File: src/rtl/cond_flag_pkg.sv
// Shared definitions for the condition-flag bank.
//   NFLAG      - number of condition flags (fixed by the downstream selector width)
//   cmd_e      - command codes carried on cmd_type
//   state_e    - issue-stage state encoding
//   flag_mask  - one-hot mask for a 4-bit flag index
package cond_flag_pkg;

    localparam int unsigned NFLAG = 16;

    typedef enum logic [1:0] {
        CMD_LOAD = 2'b00,
        CMD_SET  = 2'b01,
        CMD_CLR  = 2'b10,
        CMD_TEST = 2'b11
    } cmd_e;

    typedef enum logic {
        ST_IDLE = 1'b0,
        ST_HOLD = 1'b1
    } state_e;

    function automatic logic [NFLAG-1:0] flag_mask(input logic [3:0] idx);
        logic [NFLAG-1:0] m;
        m      = '0;
        m[idx] = 1'b1;
        return m;
    endfunction

endpackage

File: src/rtl/ev_sync_edge.sv
// Synchroniser plus rising-edge detector for the asynchronous event lines.
//   clk, rst_n - clock, asynchronous active-low reset
//   ev_in      - asynchronous event lines
//   rise       - registered one-cycle pulse per line on each synchronised rising edge
module ev_sync_edge #(
    parameter int unsigned SYNC_STAGES = 2,
    parameter int unsigned WIDTH       = 16
) (
    input  logic             clk,
    input  logic             rst_n,
    input  logic [WIDTH-1:0] ev_in,
    output logic [WIDTH-1:0] rise
);

    logic [SYNC_STAGES-1:0][WIDTH-1:0] sync_q;
    logic [WIDTH-1:0]                  ev_q;
    logic [WIDTH-1:0]                  rise_q;
    logic [WIDTH-1:0]                  sync_last;

    assign sync_last = sync_q[SYNC_STAGES-1];

    // The edge register and the rise pulse are both flopped, so a line first
    // sampled at edge k lands in the flags at edge k + SYNC_STAGES + 1. Because
    // everything resets to 0, a line held high across reset release is seen
    // as exactly one rising edge.
    always_ff @(posedge clk or negedge rst_n) begin
        if (!rst_n) begin
            sync_q <= '0;
            ev_q   <= '0;
            rise_q <= '0;
        end else begin
            sync_q <= {sync_q[SYNC_STAGES-2:0], ev_in};
            ev_q   <= sync_last;
            rise_q <= sync_last & ~ev_q;
        end
    end

    assign rise = rise_q;

endmodule

File: src/rtl/cond_flag_bank.sv
// Sticky condition-flag store with a TEST issue stage toward the 4-bit flag selector.
//   clk, rst_n             - clock, asynchronous active-low reset
//   ev_in                  - asynchronous event lines; rising edge sets the flag
//   cmd_valid/cmd_ready    - command handshake
//   cmd_type/idx/data      - LOAD/SET/CLR/TEST, flag index, LOAD value or TEST rtc (bit 0)
//   op, mayout, sel_valid  - registered issue to the selector
//   sel_ready              - selector takes the current issue
//   flags                  - live flag register
module cond_flag_bank
    import cond_flag_pkg::*;
#(
    parameter int unsigned SYNC_STAGES = 2,  // 2..3
    parameter int unsigned NFLAG       = 16  // must stay 16 to match the selector
) (
    input  logic             clk,
    input  logic             rst_n,
    input  logic [NFLAG-1:0] ev_in,
    input  logic             cmd_valid,
    output logic             cmd_ready,
    input  logic [1:0]       cmd_type,
    input  logic [3:0]       cmd_idx,
    input  logic [NFLAG-1:0] cmd_data,
    output logic [3:0]       op,
    output logic [NFLAG-1:0] mayout,
    output logic             sel_valid,
    input  logic             sel_ready,
    output logic [NFLAG-1:0] flags
);

    logic [NFLAG-1:0] rise;
    logic [NFLAG-1:0] flags_q, flags_d;
    logic [NFLAG-1:0] mayout_q;
    logic [3:0]       op_q;
    state_e           state_q, state_d;
    logic             accept;
    logic             test_acc;
    logic [NFLAG-1:0] idx_mask;

    ev_sync_edge #(
        .SYNC_STAGES(SYNC_STAGES),
        .WIDTH      (NFLAG)
    ) u_ev_sync_edge (
        .clk  (clk),
        .rst_n(rst_n),
        .ev_in(ev_in),
        .rise (rise)
    );

    // All command types stall while an issue is held, keeping commands ordered
    // behind an outstanding TEST.
    assign cmd_ready = (state_q == ST_IDLE) | sel_ready;
    assign accept    = cmd_valid & cmd_ready;
    assign test_acc  = accept & (cmd_e'(cmd_type) == CMD_TEST);
    assign idx_mask  = flag_mask(cmd_idx);

    always_comb begin
        flags_d = flags_q;
        if (accept) begin
            unique case (cmd_e'(cmd_type))
                CMD_LOAD: flags_d = cmd_data;
                CMD_SET:  flags_d = flags_q | idx_mask;
                CMD_CLR:  flags_d = flags_q & ~idx_mask;
                CMD_TEST: flags_d = cmd_data[0] ? (flags_q & ~idx_mask) : flags_q;
                default:  flags_d = flags_q;
            endcase
        end
        // Events are ORed in last so they beat any clear in the same cycle.
        flags_d = flags_d | rise;
    end

    always_comb begin
        state_d = state_q;
        if (test_acc) begin
            state_d = ST_HOLD;
        end else if (sel_ready) begin
            state_d = ST_IDLE;
        end
    end

    always_ff @(posedge clk or negedge rst_n) begin
        if (!rst_n) begin
            state_q  <= ST_IDLE;
            flags_q  <= '0;
            mayout_q <= '0;
            op_q     <= '0;
        end else begin
            state_q <= state_d;
            flags_q <= flags_d;
            if (test_acc) begin
                op_q     <= cmd_idx;
                mayout_q <= flags_q;  // pre-update snapshot
            end
        end
    end

    assign sel_valid = (state_q == ST_HOLD);
    assign op        = op_q;
    assign mayout    = mayout_q;
    assign flags     = flags_q;

endmodule

File: config.mk
export PLATFORM = sky130hd
export DESIGN_NAME = cond_flag_bank
export DESIGN_NICKNAME = d
export VERILOG_FILES = /design/src/rtl/cond_flag_pkg.sv /design/src/rtl/ev_sync_edge.sv /design/src/rtl/cond_flag_bank.sv
export SDC_FILE = /design/constraint.sdc
export NUM_CORES = 1
export LEC_CHECK = 0
export ABC_AREA = 1
export BUFFER_PORTS_ARGS = -buffer_cell sky130_fd_sc_hd__buf_2
export CAP_MARGIN = 15
export CORE_AREA = 2 2 90 92
export CTS_CLUSTER_SIZE = 16
export DETAILED_ROUTE_END_ITERATION = 6
export DIE_AREA = 0 0 92 94
export GPL_TIMING_DRIVEN = 0
export PLACE_DENSITY_LB_ADDON = 0.2
export SLEW_MARGIN = 20
export SYNTH_ARGS = -nofsm -noshare
export SYNTH_HDL_FRONTEND = slang
export SYNTH_SLANG_ARGS = --single-unit
export TNS_END_PERCENT = 100
File: constraint.sdc
create_clock -name clk -period 1.15 [get_ports clk]
set_input_delay 0.115 -clock clk [delete_from_list [all_inputs] [get_ports clk]]
set_output_delay 0.115 -clock clk [all_outputs]
set_load 0.02 [all_outputs]
==> results of run 1 <==
-- synth_stat cells, drive strengths merged --
library cell / count / share of area, %
nand2: 114 / 11
dfrtp: 101 / 67
nor2: 65 / 6.7
inv: 54 / 5.4
o21ai: 32 / 4.3
a21oi: 16 / 2.1
nand3: 11 / 1.5
buf: 7 / 0.93
clkbuf: 3 / 0.30
nand4: 1 / 0.17
-- power by group through the flow --
stage                     clock [mW]  sequential, mW  combinational, mW
after floorplan                    0            4.43              0.455
after global routing            2.35            4.16               1.56
after global placement             0            4.16               1.23
final                           2.15            4.11               1.40
after detailed placement           0            4.18               1.27
after CTS                       2.22            4.11               1.34
-- final cells by class --
cell class | count | area share, %
flip-flops and latches | 101 | 52.49
multi-input cells | 239 | 21.06
repair buffers | 102 | 13.46
inverters | 54 | 4.201
well taps | 102 | 2.645
clock buffers | 9 | 2.567
plain buffers | 10 | 2.152
clock inverters | 7 | 1.426
-- flip-flops by register name (all words and copies together) (netlist names) --
name and count:
u_ev_sync_edge.sync_q 16, u_ev_sync_edge.rise 16, sel_valid 1, flags 16
op 4, u_ev_sync_edge.ev_q 16, mayout 16, u_ev_sync_edge.sync_last 16
-- placed cells by master, fill, tap and decap left out, drive strengths merged --
master,count
nand2,114
dfrtp,101
buf,94
nor2,65
inv,57
o21ai,32
dlygate4sd3,17
a21oi,16
nand3,11
clkbuf,10
clkinvlp,2
clkinv,2
nand4,1
-- what timing repair did --
item	in CTS	in global routing
pin swaps	0	1
hold endpoints to repair	117	0
hold buffers	17	0
gates resized for setup	15	40
endpoints found under the setup margin	28	37
buffers inserted	1	3
cloned	1	0
-- path summary, 6_finish.rpt --
path	cells past startpoint	slack, ps	from	end
setup / recovery	6	-7	sel_valid	mayout[12]
hold / removal	5	60	cmd_data[10]	flags[10]
setup reg to reg	6	-7	sel_valid	mayout[12]
hold reg to reg	0	350	u_ev_sync_edge.sync_q[13]	u_ev_sync_edge.sync_last[13]
max in group asynchronous	3	340	rst_n	flags[11]
min in group asynchronous	2	170	rst_n	u_ev_sync_edge.rise[4]
-- worst reg2reg max path, delay by kind of cell, from the launching register on --
family	cells	cell delay (ps)
and+or+nand+nor	3	260
DFF	1	430
buffers and inverters	2	300
AOI/OAI and AO/OA	1	60
-- per-layer routing --
metal,routed length [um],vias up
li1,-,1455
met1,3475,1319
met2,3714,69
met3,277,9
met4,111,0
met5,0,-
-- metrics by stage --
stage | TNS, ps | std cells | util, % | cell area (um2) | setup slack (ps)
after floorplan | -129.2 | 404 | - | 3770 | -9.631
after global placement | -99370 | 585 | 56.43 | 4293 | -1156
after detailed placement | -553.9 | 586 | 56.88 | 4327 | -94.50
after CTS | 0 | 621 | 62.45 | 4751 | 1.856
after global routing | -1058 | 624 | 63.42 | 4825 | -66.09
final | -8.848 | 624 | 63.42 | 4825 | -7.279
-- cells by family (layout without fill, tap and decap cells) --
logic type,count (synthesis),count (layout),share of synthesized area (%)
AOI/OAI and AO/OA,48,48,6.394
buffers and inverters,64,182,6.627
DFF,101,101,67.27
and+or+nand+nor,191,191,19.71
==> results.yml, run 1 <==
place:
  hpwl_um: 5216
  io_buffers: 79
  gp_congestion: 0.9191
global_route:
  globalRouteOverflowTotal: 0
  use_met2_pct: 30.09
  grt_use_met1_pct: 24.73
  grt_max_degree: 74
  grt_pass1_vias: 2647
  antenna_found_initial: 0
  track_usage_pct: 18.79
  grt-busiest-layer: "met2"
  grt_pass1_wl_um: 12460
  met3_usage_pct: 3.692
drt:
  drt_iter0_markers: 115
  ant_nets: 0
  drcViolationCount: 0
  drtPass1Iterations: 4
  vias: 2852
  avgRoutedWirePerCell_um: 12.15
  routed_wirelength_um: 7579
  via_per_inst: 4.571
sta:
  final_hold_viol_count: 0
  rsz0062_at_grt: "yes"
  finalClockSkew_ps: 9.232
  setup_viol: 2
  worst_slack_ps: -7.279
  worst_hold_slack_ps: 61.38
  slew_violations: 0
  timing.slew.headroom_pct: 64.42
  tightest_slew_ps: 531.7
  max_freq_mhz: 864.1
  layout_worst_path_cycle_share_pct: 100.6
  period_minus_slack_ps: 1157
critical_path:
  slowest_delay_ps: 430
  crit_buf_inv: 2
  path_cells: "nand2_4 -> nand4_1 -> buf_6 -> buf_8 -> nand2_1 -> o21ai_1"
  required_ps: 1410
  crit_family: "flip-flops"
  critPathLaunchType: "register"
  crit_path_max_fanout: 10
  endpoint_kind: "register"
  arrival_ps: 1410
  slowest_stage: "dfrtp_2"
  timing_worst_setup_path_type: "register to register"
worst_hold_path:
  min_path_type: "input port to register"
die:
  die_x_um: 92
  num_io_pins: 80
  die-area_um2: 8648
  die_y_um: 94
  core_region_area_um2: 7607
  initial_core_util_pct: 49.39
  num_rows: 32
power:
  switchingPower_mw: 2.390
  p_total_mw: 7.665
  swShare_pct: 31.19
  internal_power_mw: 5.274
  p_seq_share_pct: 53.7
  cellLeakagePower_nw: 2.584
  pwr-share-comb_pct: 18.3
  ir_worst_vdd_mv: 0.8092
  pwr-share-clk_pct: 28.0
  p_per_area_nw_per_um2: 1589
cells_and_area:
  seqCellArea_um2: 2532
  area_delta_synth_final_pct: 28.40
  nets: 559
  fillers: 657
  multi_input_area_um2: 1016
  drive_above_1_share_pct: 24.52
  antenna_cells: 0
clocking:
  path_clk_slew_ps: 100
  clock-sinks: 101
  clkLatencyLatePin_ps: 370
  clk_path_buf_depth: 2
  cts-root-buf: "clkbuf_8"
  cts_tree: "built"
  cts-buffers-inserted: 9
  cts_max_level: 3
synthesis:
  netlist_instances: 404
  postSynthRegisterBits: 101
  seq_area_frac_synth_pct: 67.27
  syn_nets: 446
  yosysWarnings: 0
  synth_area_per_cell_um2: 9.300
  ys_types: 12
  synth.cell_area_um2: 3757
run_status:
  outcome: "finished, violations left"
  violations: "setup timing"
job:
  maxCapViolCount: 0
Note: power is estimated with default switching activity, not from simulation.
==> run 2, diff against run 1 <==
- CORE_AREA: 2 2 90 92 -> 2 2 91 93
- DIE_AREA: 0 0 92 94 -> 0 0 93 95
- SLEW_MARGIN: 20 -> not set
- SYNTH_HIERARCHICAL: not set -> 1
==> run 2 against run 1 <==
  * Sequential power barely moved
  * Largest power group unchanged
  * Highest routed layer unchanged
  * Register-to-register slack improved by 20 ps
  * The run now ends clean
  * Combinational power about the same
  * Utilization down 2.1 points
  * Sequential share of layout area fell by 0.44 points
  * Clock-buffer cell count rose by 1
  * Cell count grew 0.16%
  * Worst hold slack gained 2.0 ps
  * Via count grew 0.42%
==> results.yml, run 2 <==
run_status:
  outcome: "finished clean"
global_route:
  track_usage_pct: 18.25
  met3_usage_pct: 4.070
  grt_pass1_vias: 2703
  grt_use_met1_pct: 24.15
  grt-busiest-layer: "met2"
  antenna_found_initial: 0
  grt_pass1_wl_um: 12390
  use_met2_pct: 28.86
  globalRouteOverflowTotal: 0
  grt_max_degree: 76
cells_and_area:
  final_cells: 625
  seqCellArea_um2: 2531
  drive_above_1_share_pct: 27.50
  fillers: 697
  finish.instance_area_um2: 4863
  nets: 557
  finish.utilization_pct: 61.35
  antenna_cells: 0
  multi_input_area_um2: 1069
  layout_commonest_cell: "nand2_1"
  final_cell_mix: "109 x nand2_1, 98 x dfrtp_1, 79 x buf_2"
  area_delta_synth_final_pct: 28.07
drt:
  drtPass1Iterations: 4
  drt_iter0_markers: 124
  ant_nets: 0
  avgRoutedWirePerCell_um: 12.02
  via_per_inst: 4.582
  routed_wirelength_um: 7511
  drcViolationCount: 0
  vias: 2864
worst_hold_path:
  min_path_type: "input port to register"
critical_path:
  crit_buf_inv: 1
  endpoint_kind: "primary output"
  timing_worst_setup_path_type: "register to primary output"
  crit_family: "flip-flops"
  critPathLaunchType: "register"
  crit_path_max_fanout: 4
  arrival_ps: 1030
  slowest_delay_ps: 440
  required_ps: 1030
  path_cells: "nand2_4 -> buf_4"
  slowest_stage: "dfrtp_2"
place:
  gp_congestion: 0.9098
  io_buffers: 79
  place_ws_ps: -75.20
  dp_cells: 589
  placed_area_um2: 4367
  hpwl_um: 5190
clocking:
  clock-sinks: 101
  cts-buffers-inserted: 9
  clkLatencyLatePin_ps: 360
  clk_path_buf_depth: 2
  cts_tree: "built"
  cts-root-buf: "clkbuf_8"
  cts_max_level: 3
  path_clk_slew_ps: 100
synthesis:
  synth_commonest_cells: "114 x nand2_1, 101 x dfrtp_1, 52 x inv_1"
  ys_types: 13
  synth_edf_count: 0
  synth.cell_area_um2: 3797
  netlist_instances: 404
  synth-async-reset-ratio_pct: 100.0
  synth-compound-area-share_pct: 6.326
  seq_area_frac_synth_pct: 66.56
  yosys.area_share.adder_pct: 0
  yosys.area_share.simple_pct: 20.56
  synth_xor_area_share_pct: 0
  ys.flop_type: "dfrtp_1"
  syn_nets: 446
  postSynthRegisterBits: 101
  synth_area_leaders: "dfrtp_1 67%, nand2_1 11%, inv_1 5.1%"
  yosysWarnings: 6
  yosysMostFrequentCell: "nand2_1"
  synthMuxAreaShare_pct: 0
  yosys.area.top_type: "dfrtp_1"
  synth_top_family_by_area: "simple AND/OR/NAND/NOR gates"
  synth_area_per_cell_um2: 9.399
  yosysTopAreaCellShare_pct: 66.56
sta:
  worst_slack_ps: 8.937
  period_minus_slack_ps: 1141
  slew_violations: 0
  max_freq_mhz: 876.4
  layout_worst_path_cycle_share_pct: 99.22
  setup_viol: 0
  rsz0062_at_grt: "yes"
  finalClockSkew_ps: 7.746
  tightest_slew_ps: 537.6
  timing.slew.headroom_pct: 64.03
  fin_tns_setup_ps: 0
  final_hold_viol_count: 0
die:
  die_x_um: 93
  num_rows: 33
  initial_core_util_pct: 47.90
  die-area_um2: 8835
  die_y_um: 95
  num_io_pins: 80
  core_region_area_um2: 7928
power:
  p_per_area_nw_per_um2: 1596
  internal_power_mw: 5.457
  swShare_pct: 29.69
  switchingPower_mw: 2.305
  ir_worst_vdd_mv: 0.7115
  pwr-share-comb_pct: 18.1
  pwr-share-clk_pct: 28.7
  p_seq_share_pct: 53.1
  cellLeakagePower_nw: 2.583
job:
  maxCapViolCount: 0
## run 2: power by group through the flow
stage	Combinational, mW	Sequential [mW]	Clock (mW)
finish	1.41	4.12	2.23
global route	1.57	4.17	2.47
CTS	1.35	4.11	2.30
detailed placement	1.28	4.18	0
global placement	1.24	4.17	0
floorplan	0.465	4.44	0
## run 2: cells by family after synthesis
group | after synthesis
AO/OA/AOI/OAI | 48
buffers and inverters | 64
flip-flops | 101
AND/OR/NAND/NOR | 191
## run 2: repair_timing
item / in CTS / in global routing
hold buffers: 17 / 0
hold endpoints to repair: 42 / 0
gates resized for setup: 18 / 34
endpoints found under the setup margin: 37 / 34
pin swaps: 0 / 1
setup buffers: 1 / 2
## run 2: area by class of cell
class	instances	area share, %
flip-flops and latches	101	52.05
multi-input cells	239	21.97
repair buffers	100	12.89
inverters	54	4.168
well taps	105	2.701
clock buffers	10	2.624
plain buffers	10	2.187
clock inverters	6	1.415
## run 2: final timing paths
path	from	to	slack [ps]	cells after the start
max	sel_valid	cmd_ready	9	2
max in group asynchronous	rst_n	flags[5]	260	3
min	cmd_data[3]	flags[3]	60	5
max reg2reg	sel_valid	op[3]	9	5
min in group asynchronous	rst_n	mayout[7]	200	2
min reg2reg	u_ev_sync_edge/sync_q[13]	u_ev_sync_edge/sync_last[13]	350	0
## run 2: layer usage
layer / wire length [um] / vias to the layer above / part of all wire [%]
met4: 148 / 0 / 2.0
met5: 0 / - / 0
met1: 3520 / 1338 / 47
met2: 3490 / 70 / 46
li1: - / 1445 / -
met3: 351 / 11 / 4.7
## run 2: worst min-delay path, stage by stage
cell	delay, ps
buf_2	70
nor2_1	30
nor2_1	70
nand2_1	60
nand2_1	50
## run 2: metrics by stage
| step | power [mW] | hold WS, ps |
|---|---|---|
| after detailed placement | 5.462 | 56.34 |
| after floorplan | 4.903 | -180.6 |
| final | 7.761 | 63.37 |
| after global placement | 5.404 | 222.6 |
| after global routing | 8.203 | 70.81 |
| after CTS | 7.759 | 28.73 |
==> run 3, diff against run 2 <==
- CORE_AREA: 2 2 91 93 -> 2 2 90 92
- DIE_AREA: 0 0 93 95 -> 0 0 92 94
- SYNTH_HIERARCHICAL: 1 -> not set
- clock period: 1.15 -> 1.46 ns (I/O delays scaled with it)
==> run 3 against run 2 <==
  * Clock-buffer cell count fell by 1
  * Worst setup slack improved by 210 ps
  * Non-clock buffer count fell by 3
  * Register-to-register slack improved by 210 ps
==> results.yml, run 3 (synthesis gave the netlist of run 1 again) <==
critical_path:
  path_cells: "nand2_1 -> nand4_1 -> clkbuf_2 -> nand2_1 -> o21ai_0"
  slowest_delay_ps: 380
  timing_worst_setup_path_type: "register to register"
  crit_path_max_fanout: 10
  arrival_ps: 1490
  path_depth: 5
  slowest_stage: "dfrtp_1"
  required_ps: 1710
  crit_family: "simple AND/OR/NAND/NOR gates"
  r2r_cells: 5
  critPathLaunchType: "register"
  endpoint_kind: "register"
  cp_common_cell: "nand2_1"
  crit_buf_inv: 1
drt:
  drcViolationCount: 0
  drtPass1Iterations: 4
  vias: 2842
  ant_nets: 0
  routed_wirelength_um: 7326
  avgRoutedWirePerCell_um: 11.84
  via_per_inst: 4.591
  drt_iter0_markers: 85
sta:
  tightest_slew_ps: 502.9
  setup_viol: 0
  worst_hold_slack_ps: 90.94
  timing.slew.headroom_pct: 66.35
  rsz0062_at_grt: "no"
  final_hold_viol_count: 0
  finalClockSkew_ps: 5.644
  period_minus_slack_ps: 1240
  slew_violations: 0
  layout_worst_path_cycle_share_pct: 84.96
  worst_slack_ps: 219.6
  max_freq_mhz: 806.2
  fin_tns_setup_ps: 0
global_route:
  track_usage_pct: 18.72
  grt_pass1_wl_um: 12530
  grt_pass1_vias: 2680
  globalRouteOverflowTotal: 0
  grt_max_degree: 74
  antenna_found_initial: 0
die:
  die_y_um: 94
  die-area_um2: 8648
  num_io_pins: 80
  num_rows: 32
  die_x_um: 92
  initial_core_util_pct: 49.39
  core_region_area_um2: 7607
cells_and_area:
  final_cell_mix: "114 x nand2_1, 101 x dfrtp_1, 85 x buf_2"
  layout_commonest_cell: "nand2_1"
  antenna_cells: 0
  nets: 554
  area_delta_synth_final_pct: 25.04
  drive_above_1_share_pct: 20.70
clocking:
  clk_path_buf_depth: 2
  cts_max_level: 3
  clkLatencyLatePin_ps: 360
  postCtsSetupRepairBufs: 0
  path_clk_slew_ps: 100
  cts-root-buf: "clkbuf_8"
  cts-buffers-inserted: 9
  clock-sinks: 101
  cts_tree: "built"
worst_hold_path:
  min_path_type: "input port to register"
  whs_path_depth: 4
power:
  ir_worst_vdd_mv: 0.6854
  p_per_area_nw_per_um2: 1300
  p_total_mw: 6.108
  cellLeakagePower_nw: 2.536
run_status:
  outcome: "finished clean"
place:
  place_ws_ps: 167.7
  gp_congestion: 0.9240
  hpwl_um: 5339
  io_buffers: 79
job:
  maxCapViolCount: 0
## run 3: changes by cell type in the layout (fill, tap and decap cells not counted), moves of 5 or more
cell and delta:
o21ai_1 -13, o21ai_0 +18, buf_2 +6, nor2_1 +16, o21ai_2 -5, nand2_1 +5
nor2_2 -16
## run 3: final timing paths
path | slack, ps | to | startpoint
worst max-delay path | 220 | mayout[15] | sel_valid
worst min-delay path | 90 | sel_valid | sel_ready
worst max register to register | 220 | mayout[15] | sel_valid
worst min register to register | 360 | u_ev_sync_edge.sync_last[0] | u_ev_sync_edge.sync_q[0]
max in group asynchronous | 570 | u_ev_sync_edge.sync_q[11] | rst_n
min in group asynchronous | 240 | u_ev_sync_edge.rise[1] | rst_n
## run 3: routing by layer
layer	share of wire [%]	wire length [um]	GRT usage, %
met1	46	3348	25.45
met4	2.5	181	9.080
met2	47	3432	29.35
met3	4.9	362	3.371
met5	0	0	0
## run 3: tightest hold or removal path, delay by kind of cell
kind	cells	cell delay, ps
AND/OR/NAND/NOR	2	180
buffers and inverters	2	100
## run 3: metrics by stage
| stage | instances | util (%) | area, um2 |
|---|---|---|---|
| 2_1_floorplan | 404 | - | 3757 |
| 3_3_place_gp | 585 | 56.27 | 4280 |
| 3_5_place_dp | 586 | 56.66 | 4310 |
| 4_1_cts | 619 | 61.74 | 4697 |
| 5_1_grt | 619 | 61.76 | 4698 |
| 6_report | 619 | 61.76 | 4698 |
## run 3: final cells by class
class / count / area [um2]
Tap cell: 102 / 127.6
Clock inverter: 7 / 92.59
Inverter: 54 / 202.7
Clock buffer: 9 / 123.9
Multi-Input combinational cell: 239 / 980.9
Buffer: 10 / 47.55
Fill cell: 665 / 2909
Sequential cell: 101 / 2527
Timing Repair Buffer: 97 / 595.6
## run 3: report_power, final
part | switching, mW | internal (mW)
registers | 0.165 | 3.07
clock network | 1.02 | 0.837
logic | 0.651 | 0.370
## run 3: repair_timing
| action | CTS | global route |
|---|---|---|
| setup endpoints to repair | 0 | 2 |
| resized for setup | 0 | 2 |
| endpoints found under the hold margin | 44 | 0 |
| hold buffers | 17 | 0 |
